`config.mk`:
```
export PLATFORM = sky130hd
export DESIGN_NAME = fifo_write_arbiter
export DESIGN_NICKNAME = d
export VERILOG_FILES = /design/src/rtl/fifo_write_arbiter.sv
export SDC_FILE = /design/constraint.sdc
export NUM_CORES = 1
export LEC_CHECK = 0
export BUFFER_PORTS_ARGS = -buffer_cell sky130_fd_sc_hd__buf_2
export CAP_MARGIN = 25
export CELL_PAD_IN_SITES_DETAIL_PLACEMENT = 1
export CELL_PAD_IN_SITES_GLOBAL_PLACEMENT = 2
export CORE_ASPECT_RATIO = 0.6
export CORE_MARGIN = 3
export CORE_UTILIZATION = 41
export CTS_CLUSTER_SIZE = 28
export DETAILED_ROUTE_END_ITERATION = 8
export PLACE_DENSITY = 0.94
export SETUP_SLACK_MARGIN = 0.15
export SYNTH_ARGS = -nofsm -noshare
export SYNTH_HDL_FRONTEND = slang
export SYNTH_SLANG_ARGS = --single-unit
```
`constraint.sdc`:
```
create_clock -name clk_i -period 6.4 [get_ports clk_i]
set_input_delay 1.6 -clock clk_i [delete_from_list [all_inputs] [get_ports clk_i]]
set_output_delay 1.6 -clock clk_i [all_outputs]
set_load 0.03 [all_outputs]
```
`src/rtl/fifo_write_arbiter.sv`:
```
// Merges several requesters' FIFO entries into one write port.
// Each requester has a 2-deep skid buffer. Lowest index wins, except that a requester starved for AgeLimit arbitrations takes priority.
module fifo_write_arbiter #(
  parameter int unsigned NumReq    = 3,
  parameter int unsigned DataWidth = 32,
  parameter int unsigned WidthBits = 3,
  parameter int unsigned AgeLimit  = 8
) (
  input  logic                                             clk_i,
  input  logic                                             reset_i,
  input  logic [NumReq-1:0]                                req_valid_i,
  input  logic [NumReq*DataWidth-1:0]                      req_data_i,
  input  logic [NumReq*WidthBits-1:0]                      req_width_i,
  output logic [NumReq-1:0]                                req_ready_o,
  input  logic                                             fifo_full_i,
  output logic                                             write_enable,
  output logic [DataWidth-1:0]                             write_data,
  output logic [WidthBits-1:0]                             write_width,
  output logic [((NumReq > 1) ? $clog2(NumReq) : 1)-1:0]   grant_id_o,
  output logic                                             width_err_o
);

  localparam int unsigned IdW      = (NumReq > 1) ? $clog2(NumReq) : 1;
  localparam int unsigned AgeW     = (AgeLimit > 0) ? $clog2(AgeLimit + 1) : 1;
  localparam int unsigned MaxBytes = DataWidth / 8;

  typedef struct packed {
    logic [DataWidth-1:0] data;
    logic [WidthBits-1:0] width;
  } entry_t;

  entry_t               in_entry [NumReq];
  logic [NumReq-1:0]    in_legal;
  logic [NumReq-1:0]    accept;
  logic [NumReq-1:0]    push;
  logic [NumReq-1:0]    pop;
  logic [NumReq-1:0]    nonempty;
  logic [NumReq-1:0]    urgent;
  logic                 any_urgent;
  logic                 win_found;
  logic [IdW-1:0]       win_idx;
  entry_t               win_entry;

  entry_t               head_q  [NumReq];
  entry_t               head_d  [NumReq];
  entry_t               tail_q  [NumReq];
  entry_t               tail_d  [NumReq];
  logic [1:0]           count_q [NumReq];
  logic [1:0]           count_d [NumReq];
  logic [AgeW-1:0]      age_q   [NumReq];
  logic [AgeW-1:0]      age_d   [NumReq];

  logic                 write_enable_q, write_enable_d;
  logic [DataWidth-1:0] write_data_q,   write_data_d;
  logic [WidthBits-1:0] write_width_q,  write_width_d;
  logic [IdW-1:0]       grant_id_q,     grant_id_d;
  logic                 width_err_q,    width_err_d;

  // Unpack requester lanes; ready depends only on registered occupancy.
  always_comb begin
    for (int i = 0; i < NumReq; i++) begin
      in_entry[i].data  = req_data_i[i*DataWidth +: DataWidth];
      in_entry[i].width = req_width_i[i*WidthBits +: WidthBits];
      in_legal[i]       = (in_entry[i].width != '0) &&
                          (32'(in_entry[i].width) <= MaxBytes);
      req_ready_o[i]    = (count_q[i] != 2'd2);
      accept[i]         = req_valid_i[i] && req_ready_o[i];
      push[i]           = accept[i] && in_legal[i];
      nonempty[i]       = (count_q[i] != 2'd0);
      urgent[i]         = (age_q[i] == AgeW'(AgeLimit));
    end
  end

  // Pick the lowest-index urgent requester, or the lowest-index requester if none is urgent.
  always_comb begin
    any_urgent = |(nonempty & urgent);
    win_found  = 1'b0;
    win_idx    = '0;
    win_entry  = '0;
    pop        = '0;
    for (int i = 0; i < NumReq; i++) begin
      if (!win_found && nonempty[i] && (urgent[i] || !any_urgent)) begin
        win_found = 1'b1;
        win_idx   = IdW'(i);
        win_entry = head_q[i];
        pop[i]    = !fifo_full_i;
      end
    end
  end

  // Two-slot buffer: head is always the oldest entry.
  always_comb begin
    for (int i = 0; i < NumReq; i++) begin
      head_d[i]  = head_q[i];
      tail_d[i]  = tail_q[i];
      count_d[i] = count_q[i];
      case (count_q[i])
        2'd0: begin
          if (push[i]) begin
            head_d[i]  = in_entry[i];
            count_d[i] = 2'd1;
          end
        end
        2'd1: begin
          if (push[i] && pop[i]) begin
            head_d[i] = in_entry[i];
          end else if (pop[i]) begin
            count_d[i] = 2'd0;
          end else if (push[i]) begin
            tail_d[i]  = in_entry[i];
            count_d[i] = 2'd2;
          end
        end
        default: begin
          if (pop[i]) begin
            head_d[i]  = tail_q[i];
            count_d[i] = 2'd1;
          end
        end
      endcase
    end
  end

  // Starvation counters freeze while the downstream FIFO is full.
  always_comb begin
    for (int i = 0; i < NumReq; i++) begin
      age_d[i] = age_q[i];
      if (!fifo_full_i) begin
        if (!nonempty[i] || pop[i]) begin
          age_d[i] = '0;
        end else if (age_q[i] < AgeW'(AgeLimit)) begin
          age_d[i] = age_q[i] + AgeW'(1);
        end
      end
    end
  end

  always_comb begin
    write_enable_d = |pop;
    write_data_d   = write_data_q;
    write_width_d  = write_width_q;
    grant_id_d     = grant_id_q;
    width_err_d    = width_err_q | (|(accept & ~in_legal));
    if (|pop) begin
      write_data_d  = win_entry.data;
      write_width_d = win_entry.width;
      grant_id_d    = win_idx;
    end
  end

  always_ff @(posedge clk_i or negedge reset_i) begin
    if (!reset_i) begin
      for (int i = 0; i < NumReq; i++) begin
        head_q[i]  <= '0;
        tail_q[i]  <= '0;
        count_q[i] <= 2'd0;
        age_q[i]   <= '0;
      end
      write_enable_q <= 1'b0;
      write_data_q   <= '0;
      write_width_q  <= '0;
      grant_id_q     <= '0;
      width_err_q    <= 1'b0;
    end else begin
      for (int i = 0; i < NumReq; i++) begin
        head_q[i]  <= head_d[i];
        tail_q[i]  <= tail_d[i];
        count_q[i] <= count_d[i];
        age_q[i]   <= age_d[i];
      end
      write_enable_q <= write_enable_d;
      write_data_q   <= write_data_d;
      write_width_q  <= write_width_d;
      grant_id_q     <= grant_id_d;
      width_err_q    <= width_err_d;
    end
  end

  assign write_enable = write_enable_q;
  assign write_data   = write_data_q;
  assign write_width  = write_width_q;
  assign grant_id_o   = grant_id_q;
  assign width_err_o  = width_err_q;

endmodule
```
==> results.tsv <==
metric	value	unit
dp_cells	1605	
hp-start	write_data[3]	
ys_seq_area_share	53.5	%
cts-root-buf	clkbuf_16	
clk_pin_slew_worst_paths	0.06	ns
hold_depth	2	
drive_above_1_share	26.4	%
ys_seq_elements	267	
grt_first_pass_wirelength	60300	um
die_height	141	um
fmax	256	MHz
cts_tree	yes	
syn_area	12500	um2
critPathLaunchType	flip-flop	
drt_iter0_drc	884	
async_flop_share	100	%
comb_power_share	36.7	%
drv_cap	0	
p_seq_share	41.4	%
detail_route.wl_per_cell	23.6	um
clock_sinks	267	
path_cells	buf_4, nand2_1, buf_2	
nets	1350	
port_buffers	152	
synth_edf_count	0	
drcViolationCount	0	
hold_viol	0	
cp-end-kind	output pin	
period_share	61.0	%
p_leak	0.00638	uW
synth_cell_types	56	
r2r_slack	2.81	ns
ff2ff_path_depth	5	
ir_drop	0.000257	V
cp.required	4.80	ns
slew_viol_final	0	
synth_warnings	0	
h-tree-depth	1	
finalSetupTns	0	ns
hold_class	flip-flop to flip-flop	
area_growth	15.8	%
dieArea	32600	um2
hold_ws	0.475	ns
path_class	flip-flop to output pin	
via_per_inst	5.95	
cpMaxStageDelayCell	dfrtp_2	
outcome	finished, final reports clean	
antennaDiodeCount	0	
antenna_found_initial	7	
numCtsBuffers	26	
cp_max_fo	44	
wl	39000	um
netlist_instances	1127	
relSlewSlack	27.8	%
sw_frac_of_total	39.6	%
finClkSkew	0.0162	ns
reg2reg_to	tail_q[4]	
layout_commonest_cell	dfrtp_1	
internal_power	4580	uW
fillCellCount	3196	
die_w	231	um
worst_slew_pin_slew	1.08	ns
crit_arrival	2.30	ns
slowest_delay	0.79	ns
layout.cells.non_filler	1651	
min_to	write_data[3]	
core	29400	um2
rr_startpoint	count_q[3]	
powerDensity	524	nW/um2
rows	48	
dp_hpwl	26000	um
post_cts_resized	0	
globalplace.congestion	0.842	
clockBufferDepth	3	
grt_pass1_vias	9947	
grt_max_degree	127	
finalSetupViolations	0	
rsz0062_at_grt	false	
ant_nets	0	
start_util	42.5	%
grt_usage	23.6	%
syn-num-nets	1244	
grt.overflow.total	0	
synth_ff_type	dfrtp_1	
post_cts_buffers	0	
p_switching	3000	uW
clkPwrFrac	22.0	%
layout_common_cells	dfrtp_1, buf_2, a21oi_1, mux2_2, o21ai_0	
vias	9831	
clk_latency	0.56	ns
ios	153	
first_pass_iters	5	
syn_area_per_cell	11.1	um2
hold_buffers	0	
period_needed	3.90	ns
==> Yosys cell counts (all sizes together) (3+ instances only) <==
cell    count  area, um2
or2         3       18.8
a211oi      3       27.5
nand2      51        191
nor2       47        176
nor3        4       31.3
o21a        4       30.0
a31oi       4       25.0
o22ai       3       25.0
a21oi     108        541
dfrtp     267       6680
mux2      107       1200
and3       67        419
buf        22        163
nand4       3       25.0
nand2b      3       18.8
nor2b      37        231
inv        16       60.1
ha          6       75.1
a32o        4       40.0
nand3      40        200
clkbuf     71        267
a221oi     37        342
nand3b      3       22.5
a21o        3       22.5
mux2i      36        360
or3         5       31.3
a41oi       3       26.3
o221ai     33        289
a221o      37        370
o21ai      81        409
==> critical path: cells and delay by family, from the launching register on <==
kind,cells,cell delay (ns)
buffers and inverters,2,0.81
AND/OR/NAND/NOR,1,0.14
flip-flops,1,0.79
==> power groups by stage <==
stage / Clock, uW / Combinational [uW] / Sequential (uW)
after floorplan: 0 / 1780 / 3100
after global placement: 0 / 2660 / 3100
after global routing: 1770 / 3040 / 3240
final: 1660 / 2780 / 3140
after CTS: 1690 / 2780 / 3120
after detailed placement: 0 / 2770 / 3140
==> cell type report <==
class	count	area [um2]	area share (%)
Clock inverter	8	126	0.874
Clock buffer	38	786	5.44
Timing Repair Buffer	171	926	6.41
Tap cell	400	500	3.46
Multi-Input combinational cell	750	5370	37.1
Sequential cell	267	6680	46.2
Inverter	17	63.8	0.441
==> per-layer routing <==
layer	wire (um)	vias to the layer above	global-route usage, %
met3	3330	65	7.23
met2	15900	305	32.6
met5	76	-	0
met4	818	14	4.82
li1	-	4407	-
met1	18800	5040	36.2
==> flip-flops by register name, summed over array words and instances, names as in the netlist <==
| signal | count |
|---|---|
| age_q | 12 |
| count_q | 6 |
| grant_id_o | 2 |
| head_q | 105 |
| tail_q | 105 |
| width_err_o | 1 |
| write_data | 32 |
| write_enable | 1 |
| write_width | 3 |
==> worst max-delay path by stage <==
stage	from	endpoint	slack, ns
final	count_q[3]	req_ready_o[1]	2.50
after floorplan	fifo_full_i	tail_q[60]	2.95
after global routing	count_q[2]	req_ready_o[1]	2.33
after CTS	count_q[2]	req_ready_o[1]	2.50
after global placement	fifo_full_i	tail_q[10]	2.38
after detailed placement	fifo_full_i	tail_q[11]	2.30
==> metrics by stage <==
step           cell area (um2)  total power, uW  worst slack, ns  utilization [%]
2_1_floorplan            12500             4880             2.95                -
3_3_place_gp             13500             5750             2.38             46.1
3_5_place_dp             13500             5910             2.30             46.1
4_1_cts                  14500             7600             2.50             49.2
5_1_grt                  14500             8060             2.33             49.2
6_report                 14500             7580             2.50             49.2
==> logic make-up (layout without fill, tap and decap cells) <==
kind of cell / count (synthesis) / in the layout / synth area share [%]
flops: 267 / 267 / 53.5
compound gates: 331 / 331 / 17.9
mux: 143 / 143 / 12.5
simple gates: 270 / 270 / 11.4
buf+inv: 110 / 234 / 3.95
fa+ha+maj: 6 / 6 / 0.602
(Power assumes the default switching activity.)
